[src/rtl/mc_control_unit.sv]
// Multicycle CPU control FSM: fetch/decode/exec/mem/wb sequencing, retire counter.
// Optional load-linked/store-conditional support is compiled in with `define LLSC_EN.
module mc_control_unit #(
    parameter int unsigned ADDR_W = 32,
    parameter int unsigned CNT_W  = 32
) (
    input  logic              CLK,
    input  logic              RST,
    input  logic [5:0]        opcode,
    input  logic [5:0]        funct,
    input  logic              ihit,
    input  logic              dhit,
    input  logic [ADDR_W-1:0] daddr,
    input  logic              snoop_valid,
    input  logic [ADDR_W-1:0] snoop_addr,
    output logic              iREN,
    output logic              dREN,
    output logic              dWEN,
    output logic              IRWrite,
    output logic              PCWrite,
    output logic              RegWr,
    output logic              BrEq,
    output logic              BrNeq,
    output logic              Jump,
    output logic              RegToPc,
    output logic              Halt,
    output logic              sc_success,
    output logic [2:0]        state,
    output logic [CNT_W-1:0]  instr_count
);

    localparam logic [5:0] OP_RTYPE = 6'h00;
    localparam logic [5:0] OP_J     = 6'h02;
    localparam logic [5:0] OP_JAL   = 6'h03;
    localparam logic [5:0] OP_BEQ   = 6'h04;
    localparam logic [5:0] OP_BNE   = 6'h05;
    localparam logic [5:0] OP_LW    = 6'h23;
    localparam logic [5:0] OP_SW    = 6'h2B;
    localparam logic [5:0] OP_LL    = 6'h30;
    localparam logic [5:0] OP_SC    = 6'h38;
    localparam logic [5:0] OP_HALT  = 6'h3F;
    localparam logic [5:0] FN_JR    = 6'h08;

    typedef enum logic [2:0] {
        FETCH  = 3'd0,
        DECODE = 3'd1,
        EXEC   = 3'd2,
        MEM    = 3'd3,
        WB     = 3'd4,
        HALTED = 3'd5
    } state_e;

    state_e           state_q, state_d;
    logic [CNT_W-1:0] instr_count_q, instr_count_d;
    logic             is_jr, is_branch, is_mem, is_load;

    assign is_jr     = (opcode == OP_RTYPE) && (funct == FN_JR);
    assign is_branch = (opcode == OP_BEQ) || (opcode == OP_BNE) || (opcode == OP_J) || is_jr;
    assign is_mem    = (opcode == OP_LW) || (opcode == OP_SW) || (opcode == OP_LL) || (opcode == OP_SC);
    assign is_load   = (opcode == OP_LW) || (opcode == OP_LL);

`ifdef LLSC_EN
    logic              link_valid_q, link_valid_d;
    logic [ADDR_W-1:0] link_addr_q, link_addr_d;
    logic              sc_q, sc_d;
    logic              sc_ok;

    assign sc_ok = link_valid_q && (daddr == link_addr_q);
`else
    logic unused_llsc;
    assign unused_llsc = ^{snoop_valid, snoop_addr, daddr};
`endif

    always_comb begin
        state_d       = state_q;
        instr_count_d = instr_count_q;
        iREN    = 1'b0;
        dREN    = 1'b0;
        dWEN    = 1'b0;
        IRWrite = 1'b0;
        PCWrite = 1'b0;
        RegWr   = 1'b0;
        BrEq    = 1'b0;
        BrNeq   = 1'b0;
        Jump    = 1'b0;
        RegToPc = 1'b0;
        Halt    = 1'b0;
`ifdef LLSC_EN
        link_valid_d = link_valid_q;
        link_addr_d  = link_addr_q;
        sc_d         = sc_q;
`endif
        case (state_q)
            FETCH: begin
                iREN = 1'b1;
                if (ihit) begin
                    IRWrite = 1'b1;
                    state_d = DECODE;
                end
            end
            DECODE: state_d = (opcode == OP_HALT) ? HALTED : EXEC;
            EXEC: begin
                BrEq    = (opcode == OP_BEQ);
                BrNeq   = (opcode == OP_BNE);
                Jump    = (opcode == OP_J) || (opcode == OP_JAL);
                RegToPc = is_jr;
                if (is_mem) begin
                    state_d = MEM;
                end else if (is_branch) begin
                    PCWrite = 1'b1;
                    state_d = FETCH;
                end else begin
                    state_d = WB;
                end
            end
            MEM: begin
                if (is_load) begin
                    dREN = 1'b1;
                    if (dhit) begin
                        state_d = WB;
`ifdef LLSC_EN
                        if (opcode == OP_LL) begin
                            link_valid_d = 1'b1;
                            link_addr_d  = daddr;
                        end
`endif
                    end
`ifdef LLSC_EN
                end else if (opcode == OP_SC) begin
                    // A failed link check skips the bus write and retires in one cycle.
                    if (sc_ok) begin
                        dWEN = 1'b1;
                        if (dhit) begin
                            state_d      = WB;
                            sc_d         = 1'b1;
                            link_valid_d = 1'b0;
                        end
                    end else begin
                        state_d      = WB;
                        sc_d         = 1'b0;
                        link_valid_d = 1'b0;
                    end
`endif
                end else begin
                    dWEN = 1'b1;
                    if (dhit) begin
                        PCWrite = 1'b1;
                        state_d = FETCH;
                    end
                end
            end
            WB: begin
                RegWr   = 1'b1;
                PCWrite = 1'b1;
                state_d = FETCH;
            end
            HALTED: Halt = 1'b1;
            default: state_d = FETCH;
        endcase

`ifdef LLSC_EN
        // Comparing against the next link address lets a snoop beat a same-cycle LL.
        if (snoop_valid && (snoop_addr == link_addr_d)) begin
            link_valid_d = 1'b0;
        end
`endif

        if (RST) begin
            iREN    = 1'b0;
            dREN    = 1'b0;
            dWEN    = 1'b0;
            IRWrite = 1'b0;
            PCWrite = 1'b0;
            RegWr   = 1'b0;
            Halt    = 1'b0;
        end

        if (PCWrite) begin
            instr_count_d = instr_count_q + CNT_W'(1);
        end
    end

    always_ff @(posedge CLK) begin
        if (RST) begin
            state_q       <= FETCH;
            instr_count_q <= '0;
`ifdef LLSC_EN
            link_valid_q  <= 1'b0;
            link_addr_q   <= '0;
            sc_q          <= 1'b0;
`endif
        end else begin
            state_q       <= state_d;
            instr_count_q <= instr_count_d;
`ifdef LLSC_EN
            link_valid_q  <= link_valid_d;
            link_addr_q   <= link_addr_d;
            sc_q          <= sc_d;
`endif
        end
    end

    assign state       = state_q;
    assign instr_count = instr_count_q;
`ifdef LLSC_EN
    assign sc_success  = sc_q;
`else
    assign sc_success  = 1'b0;
`endif

endmodule

[config.mk]
export PLATFORM = sky130hd
export DESIGN_NAME = mc_control_unit
export DESIGN_NICKNAME = d
export VERILOG_FILES = /design/src/rtl/mc_control_unit.sv
export SDC_FILE = /design/constraint.sdc
export NUM_CORES = 1
export LEC_CHECK = 0
export CAP_MARGIN = 10
export CORE_ASPECT_RATIO = 0.9
export CORE_MARGIN = 1.5
export CORE_UTILIZATION = 30
export DETAILED_ROUTE_END_ITERATION = 8
export SLEW_MARGIN = 30
export SYNTH_ARGS = -nofsm -noshare
export SYNTH_HDL_FRONTEND = slang
export SYNTH_SLANG_ARGS = --single-unit
export TNS_END_PERCENT = 10
[constraint.sdc]
create_clock -name CLK -period 7.08 [get_ports CLK]
set_input_delay 1.77 -clock CLK [delete_from_list [all_inputs] [get_ports CLK]]
set_output_delay 1.77 -clock CLK [all_outputs]
set_load 0.01 [all_outputs]
==> metrics, run 1 <==
Die Y=86.6 um; synthesis-stage register bit count=35; post-synthesis sequential area ratio=30.1%; CP required=5.31 ns; # hold bufs at CTS=0; Net Sw Power=142 uW; number of I/O port buffers=61; max incr delay on CP=0.57 ns; clock transition at the registers of the reported paths=0.07 ns; Post-route DRC=0; register share of total power=45.7%; Via Count=2233; Startpoint Class=input pin; maximum VDD drop=0.0628 mV; Initial Util=30.9%; die area=8310 sq um; Routed WL per cell=13.7 um; slowest CP cell=clkdlybuf4s50_1; WS Path Type=in -> out; Synth area leaders=dfxtp_1, mux2_2, nor2b_1; Initial DRT Pass Iterations=4; endpoints failing hold=0; Fillers=772; vias in the first global route=2155; post-synth net total=371; routed vias/inst=5.11; RSZ-0062 raised after global routing=false; Synth Flop Type=dfxtp_1; multi-input logic area=1500 sq um; crit path max fanout=31; initial antenna violation count=0; worst hold path class=reg -> reg; Max Fclk=169 MHz; Total Routed Length=5990 um; Ys Warns=0; layout cells sized above 1=15.0%; Post-synth EDFFs=0; FF-to-FF path depth=5; power per cell area=156 nW/um^2; most common cell in the netlist=nor2_1; synthesized cell area=2330 sq um; outcome=finished, final reports clean; fin. max-slew vios=0; Synth Instances=289; Gate power share=20.4%; hold path depth=2; asr flop ratio synth=0%; fin crit share=83.7%; clk_lat worst skew=0.29 ns; register area=701 sq um; IO Pins=128; reg-to-reg startpoint=instr_count[11]; Slew HR=50.1%; area grow syn2layout=31.8%; Setup Buffers After CTS=0; clock share of power=33.9%; H-tree Lvls=2; post-synth top area share=30.1%; Synth area leader=dfxtp_1; die span in x=95.9 um; Mean Syn Cell Area=8.07 sq um; Synth cell types=44; first-pass GRT wire length=10000 um; ant diodes=0; worst slack at placement=1.15 ns; top cell family by delay on the critical path=buffers and inverters; Buffers & Inverters on Critical Path=2; Pint=338 uW; nets@finish=422; worst setup slack after layout=1.15 ns; area of the core=7540 sq um; CTS sink count=35; setup TNS=0 ns; CTS Buf Count=5; WHS Endpoint=instr_count[1]; WP data arrival=4.16 ns; Rows=30; 1st-iter DRT viols=118; crit-path cells=clkdlybuf4s50_1 -> or3_1 -> or3_1 -> a21o_4 -> a21oi_1 -> clkdlybuf4s50_1; hold wc startpoint=instr_count[1]; R2R Setup Slk=4.50 ns; Sw Ratio=29.6%; Slew @ Worst Pin=0.746 ns; root buffer cell=clkbuf_8; maximum clock insertion buffer count=2; GP Congestion=0.793; Synth top cells by count=nor2_1, dfxtp_1, mux2_2, nor2b_1, a21oi_1; DP Wirelength=4110 um; crit end category=output pin; count of maximum capacitance violations=0; Pleak=0.999 nW; min cycle time layout=5.93 ns; endpoints failing setup=0; Total GRT Usage=15.1%; post-route ant nets=0; R2R Path End=instr_count[31]; PostCTS Resize Cnt=0; grt total ovfl=0; skew final=0.00250 ns; CTS tree=done; maximum number of pins on one net before global-route repair=67
-- per-stage QoR --
step	util [%]	std cells	hold WS, ns	total power, mW	instance area, sq um
floorplan	-	289	0.529	0.283	2330
global placement	39.4	429	0.517	0.321	2970
detailed placement	39.4	429	0.535	0.321	2970
CTS	40.7	437	0.546	0.484	3070
global route	40.7	437	0.585	0.506	3070
finish	40.7	437	0.548	0.480	3070
-- routing by layer --
metal	up-vias	track usage [%]	wire [um]	share of wire [%]
li1	1142	-	-	-
met1	1041	19.6	2910	49
met2	43	23.7	2740	46
met3	7	3.60	248	4.1
met4	0	6.55	88	1.5
met5	-	0	0	0
-- cell type report --
cell class | instances | share of cell area, %
Multi-Input combinational cell | 229 | 49.0
Sequential cell | 35 | 22.8
Timing Repair Buffer | 64 | 20.4
Tap cell | 96 | 3.91
Clock buffer | 8 | 3.26
Inverter | 5 | 0.611
-- logic make-up (layout without fill, tap and decap cells) --
logic type	count (synthesis)	after routing	share of synthesized area, %
and+or+nand+nor	145	145	32.4
AOI/OAI and AO/OA	51	51	16.5
DFF	35	35	30.1
muxes	31	31	14.9
buffers and inverters	25	77	5.42
adders and majority gates	1	1	0.537
other	1	1	0.161
-- how the worst max path moves through the flow --
stage,slack (ns),endpoint,cells past startpoint,from
floorplan,2.05,PCWrite,7,opcode[4]
global route,1.06,PCWrite,6,opcode[4]
CTS,1.14,PCWrite,6,opcode[4]
finish,1.15,PCWrite,6,opcode[4]
global placement,1.12,PCWrite,6,opcode[4]
detailed placement,1.15,PCWrite,6,opcode[4]
-- registers in the layout, indices dropped and copies added, names as in the netlist --
register     flops
state            3
instr_count     32
-- tightest hold or removal path, delay by kind of cell, from the launching register on --
family | cells | cell delay, ns
AO/OA/AOI/OAI | 1 | 0.06
flip-flops | 1 | 0.36
AND/OR/NAND/NOR | 1 | 0.08
-- power by group through the flow --
| stage | Sequential, mW | Combinational [mW] | Clock (mW) |
|---|---|---|---|
| 6_report | 0.219 | 0.0978 | 0.163 |
| 3_3_place_gp | 0.224 | 0.0971 | 0 |
| 3_5_place_dp | 0.224 | 0.0975 | 0 |
| 5_1_grt | 0.222 | 0.109 | 0.175 |
| 2_1_floorplan | 0.216 | 0.0672 | 0 |
| 4_1_cts | 0.219 | 0.0978 | 0.167 |
-- cell usage in the layout (no fill, tap or decap), drive strengths merged, types with 8 or more instances in the layout --
master / count
a21oi: 25
clkbuf: 8
clkdlybuf4s50: 60
dfxtp: 35
mux2: 30
nand2: 14
nand3: 17
nand4: 14
nor2: 44
nor2b: 27
nor3: 8
Note: power is estimated with default switching activity, not from simulation.
==> run 2, diff against run 1 <==
--- a/config.mk
+++ b/config.mk
@@ -10,6 +10,7 @@
 export CORE_MARGIN = 1.5
 export CORE_UTILIZATION = 30
 export DETAILED_ROUTE_END_ITERATION = 8
+export PLACE_DENSITY = 0.67
 export SLEW_MARGIN = 30
 export SYNTH_ARGS = -nofsm -noshare
 export SYNTH_HDL_FRONTEND = slang
==> constraint.sdc (replaced) <==
create_clock -name CLK -period 5 [get_ports CLK]
set_input_delay 1.25 -clock CLK [delete_from_list [all_inputs] [get_ports CLK]]
set_output_delay 1.25 -clock CLK [all_outputs]
set_load 0.01 [all_outputs]
==> metrics, run 2 (same netlist as run 1, synthesis figures left out) <==
post-route ant nets=0 (unchanged); Initial Util=30.9% (unchanged); endpoints failing setup=0 (unchanged); final instance area=3070 sq um (about the same); 1st-iter DRT viols=180 (+53%); count of maximum capacitance violations=0 (unchanged); met2 usage=23.0% (-0.64 points); maximum number of pins on one net before global-route repair=66 (-1.5%); die span in x=95.9 um (unchanged); CP required=3.75 ns (-1.56 ns); Max Fclk=211 MHz; power per cell area=214 nW/um^2 (+37%); DP Area=2990 sq um (+0.46%); CTS Buf Count=5 (unchanged); met3 Usage GRT=3.86% (+0.26 points); grt peak-use layer=met2; Rows=30 (unchanged); Die Y=86.6 um (unchanged); fin util=40.7% (about the same); GP Congestion=0.777 (-2.1%); crit path max fanout=6 (-81%); hold path depth=2 (unchanged); maximum VDD drop=0.0796 mV (+27%); initial antenna violation count=0 (unchanged); R2R Setup Slk=2.36 ns (-2.14 ns); Post-route DRC=0 (unchanged); skew final=0.00630 ns (+0.00380 ns); nets@finish=423 (+0.24%); PostCTS Resize Cnt=0 (unchanged); Total GRT Usage=14.2% (-0.90 points); RSZ-0062 raised after global routing=false; vias in the first global route=1994 (-7.5%); most common cell after layout, fill and taps aside=clkdlybuf4s50_1; total power=657 uW (+37%); GR Layer Usage met1=18.4% (-1.1 points); reg-to-reg startpoint=state[0]; Pleak=0.992 nW (-0.68%); Startpoint Class=input pin; ant diodes=0 (unchanged); setup TNS=0 ns (unchanged); Slew HR=48.6% (-1.5 points); CTS tree=done; min cycle time layout=4.75 ns; WS Path Type=in -> out; fin. max-slew vios=0 (unchanged); first-pass GRT wire length=9400 um (-6.5%); IO Pins=128 (unchanged); endpoints failing hold=0 (unchanged); clk_lat worst skew=0.29 ns (about the same); Via Count=2293 (+2.7%); root buffer cell=clkbuf_8; commonest cells after routing, fill and taps aside=clkdlybuf4s50_1, nor2_1, dfxtp_1; area of the core=7540 sq um (unchanged); clock transition at the registers of the reported paths=0.07 ns (about the same); H-tree Lvls=2 (unchanged); outcome=finished, final reports clean; max FFs per register=32 (unchanged); Total Routed Length=6010 um (+0.35%); routed vias/inst=5.24 (+2.5%); worst hold path class=reg -> reg; Setup Buffers After CTS=0 (unchanged); die area=8310 sq um (unchanged); layout cells sized above 1=15.5% (+0.54 points); CTS sink count=35 (unchanged); number of I/O port buffers=61 (unchanged); FF-to-FF path depth=6 (+1); crit end category=output pin; DP Wirelength=4110 um (about the same); hold wc startpoint=instr_count[1]; WP data arrival=3.50 ns (-0.66 ns); fin crit share=95.0%; maximum clock insertion buffer count=2 (unchanged); WHS Endpoint=instr_count[1]; Hold Slack=0.543 ns (-0.00547 ns); area grow syn2layout=31.7% (about the same); # hold bufs at CTS=0 (unchanged); Slew @ Worst Pin=0.768 ns (+0.0224 ns); Initial DRT Pass Iterations=6 (+2); Routed WL per cell=13.7 um (+0.12%); grt total ovfl=0 (unchanged); R2R Path End=instr_count[31]
==> run 2: layout make-up <==
cell class / instances / area, sq um
Clock buffer: 6 / 72.6
Clock inverter: 2 / 12.5
Fill cell: 775 / 4470
Inverter: 5 / 18.8
Multi-Input combinational cell: 229 / 1510
Sequential cell: 35 / 701
Tap cell: 96 / 120
Timing Repair Buffer: 65 / 636
==> run 2: per-layer routing <==
metal	wire, um	share of wire (%)
met1	2810	47
met2	2710	45
met3	418	7.0
met4	64	1.1
met5	0	0
==> run 2: stage by stage <==
| stage | std cells | worst slack [ns] |
|---|---|---|
| after global placement | 430 | 0.248 |
| final | 438 | 0.252 |
| after CTS | 438 | 0.205 |
| after global routing | 438 | 0.161 |
| after floorplan | 289 | 1.01 |
| after detailed placement | 430 | 0.216 |
==> run 2: how the worst max path moves through the flow <==
stage	end	slack [ns]	startpoint	depth (start not counted)
2_1_floorplan	PCWrite	1.01	opcode[4]	7
3_3_place_gp	PCWrite	0.25	opcode[4]	6
3_5_place_dp	PCWrite	0.22	opcode[4]	6
4_1_cts	PCWrite	0.20	opcode[4]	6
5_1_grt	PCWrite	0.16	opcode[4]	6
6_report	PCWrite	0.25	opcode[4]	6
==> run 2: critical path: stages <==
cell and delay (ns):
clkdlybuf4s50_1 0.49, or3_1 0.37, or3_1 0.42, a21o_4 0.22, a21oi_1 0.17, clkdlybuf4s50_1 0.57
==> run 2: where the power goes <==
part           switching, mW  internal (mW)
clock network          0.109         0.0974
registers             0.0229          0.288
logic                 0.0742         0.0655
total                  0.207          0.450
==> run 3, diff against run 2 <==
--- a/config.mk
+++ b/config.mk
@@ -5,12 +5,16 @@
 export SDC_FILE = /design/constraint.sdc
 export NUM_CORES = 1
 export LEC_CHECK = 0
+export ABC_CLOCK_PERIOD_IN_PS = 5000
 export CAP_MARGIN = 10
+export CELL_PAD_IN_SITES_DETAIL_PLACEMENT = 1
+export CELL_PAD_IN_SITES_GLOBAL_PLACEMENT = 2
 export CORE_ASPECT_RATIO = 0.9
 export CORE_MARGIN = 1.5
-export CORE_UTILIZATION = 30
+export CORE_UTILIZATION = 18
 export DETAILED_ROUTE_END_ITERATION = 8
-export PLACE_DENSITY = 0.67
+export PLACE_DENSITY_LB_ADDON = 0.1
+export SKIP_LAST_GASP = 1
 export SLEW_MARGIN = 30
 export SYNTH_ARGS = -nofsm -noshare
 export SYNTH_HDL_FRONTEND = slang
==> metrics, run 3 (same netlist as run 1, synthesis figures left out) <==
crit path max fanout=5 (-1); nets@finish=427 (+0.95%); Die Y=111 um (+28%); PostCTS Resize Cnt=0 (unchanged); first-pass GRT wire length=12900 um (+38%); Post-route DRC=0 (unchanged); Setup Buffers After CTS=0 (unchanged); max incr delay on CP=0.60 ns (+0.03 ns); reg-to-reg startpoint=instr_count[11]; clk_lat worst skew=0.28 ns (about the same); endpoints failing hold=0 (unchanged); min cycle time layout=4.76 ns (+0.0127 ns); RSZ-0062 raised after global routing=false; Initial DRT Pass Iterations=4 (-2); Initial Util=18.4% (-13 points); Startpoint Class=input pin; Max Fclk=210 MHz (-0.27%); WS Path Type=in -> out; maximum clock insertion buffer count=2 (unchanged); commonest cells after routing, fill and taps aside=clkdlybuf4s50_1, nor2_1, dfxtp_1; FF-to-FF path depth=5 (-1); fin crit share=95.2% (+0.25 points); GP Congestion=0.689 (-11%); grt total ovfl=0 (unchanged); WP data arrival=3.51 ns (about the same); routed vias/inst=4.57 (-13%); Via Count=2330 (+1.6%); ant diodes=0 (unchanged); max FFs per register=32 (unchanged); # hold bufs at CTS=0 (unchanged); Routed WL per cell=15.2 um (+11%); hold wc startpoint=instr_count[1]; area grow syn2layout=38.6%; worst hold path class=reg -> reg; origin of the worst setup path=opcode[4]; CP required=3.75 ns (about the same); Rows=39 (+30%); Total GRT Usage=12.0% (-2.2 points); Pleak=1.04 nW (+4.8%); R2R Setup Slk=2.36 ns (about the same); Slew @ Worst Pin=0.791 ns (+0.0230 ns); fin. max-slew vios=0 (unchanged); DP Wirelength=5480 um (+33%); outcome=finished, final reports clean; dpl cells=502 (+17%); CTS sink count=35 (unchanged); CP endpoint=BrNeq; die area=13600 sq um (+64%); fin cells=510 (+16%); setup TNS=0 ns (unchanged); H-tree Lvls=2 (unchanged); maximum VDD drop=0.0932 mV (+17%); Slew HR=47.1% (-1.5 points); Fillers=1515 (+95%); endpoints failing setup=0 (unchanged); 1st-iter DRT viols=70 (-61%); initial antenna violation count=0 (unchanged); count of maximum capacitance violations=0 (unchanged); total power=764 uW (+16%); R2R Path End=instr_count[31]; root buffer cell=clkbuf_16; post-route ant nets=0 (unchanged); crit end category=output pin; power per cell area=236 nW/um^2 (+10%); maximum number of pins on one net before global-route repair=52 (-21%); vias in the first global route=2430 (+22%); fin util=25.5% (-15 points); slowest CP cell=clkdlybuf4s50_1; IO Pins=128 (unchanged); number of I/O port buffers=61 (unchanged); most common cell after layout, fill and taps aside=clkdlybuf4s50_1; skew final=0.00275 ns (-0.00355 ns); crit-path cells=clkdlybuf4s50_1 -> or3_1 -> or3_1 -> buf_4 -> nor4bb_1 -> clkdlybuf4s50_1; clock transition at the registers of the reported paths=0.06 ns (about the same); area of the core=12700 sq um (+68%); Total Routed Length=7740 um (+29%); CTS Buf Count=5 (unchanged); die span in x=123 um (+28%); layout cells sized above 1=15.9% (+0.40 points); CTS tree=done
run 3: changes by cell type in the layout (fill, tap and decap cells not counted), sizes merged:
cell,before,now
buf,5,9
clkinvlp,1,0
clkbuf,6,7
run 3: how the worst min path moves through the flow:
stage / to / slack, ns / depth (start not counted)
global placement: instr_count[1] / 0.53 / 2
finish: instr_count[1] / 0.54 / 2
detailed placement: instr_count[1] / 0.54 / 2
global route: instr_count[1] / 0.60 / 2
floorplan: instr_count[1] / 0.53 / 2
CTS: instr_count[1] / 0.55 / 2
run 3: through the flow:
stage	setup slack, ns	cell area (sq um)	hold WS, ns
4_1_cts	0.227	3230	0.551
3_3_place_gp	0.258	3090	0.528
6_report	0.239	3230	0.544
2_1_floorplan	1.01	2330	0.529
3_5_place_dp	0.236	3090	0.543
5_1_grt	0.142	3230	0.600
run 3: area by class of cell:
class	count	area, sq um	share of cell area (%)
Multi-Input combinational cell	229	1500	46.5
Sequential cell	35	701	21.7
Timing Repair Buffer	69	666	20.6
Tap cell	164	205	6.35
Clock buffer	7	133	4.10
Inverter	5	18.8	0.581
Clock inverter	1	5.00	0.155
run 3: worst max-delay path: cells and delay by family:
family,cells,cell delay (ns)
buffers and inverters,3,1.24
AND/OR/NAND/NOR,3,1.01
run 3: report_power, final:
group	internal [mW]	switching, mW	total, mW	leakage, nW
clock network	0.184	0.121	0.306	0.0679
logic	0.0659	0.0793	0.145	0.689
registers	0.288	0.0254	0.313	0.282
total	0.538	0.226	0.764	1.04
run 3: routing by layer:
layer / track usage, % / vias to the layer above / wire (um)
met5: 0 / - / 0
met3: 2.67 / 4 / 239
met1: 17.3 / 1142 / 4000
met2: 18.3 / 34 / 3450
li1: - / 1150 / -
met4: 2.33 / 0 / 55
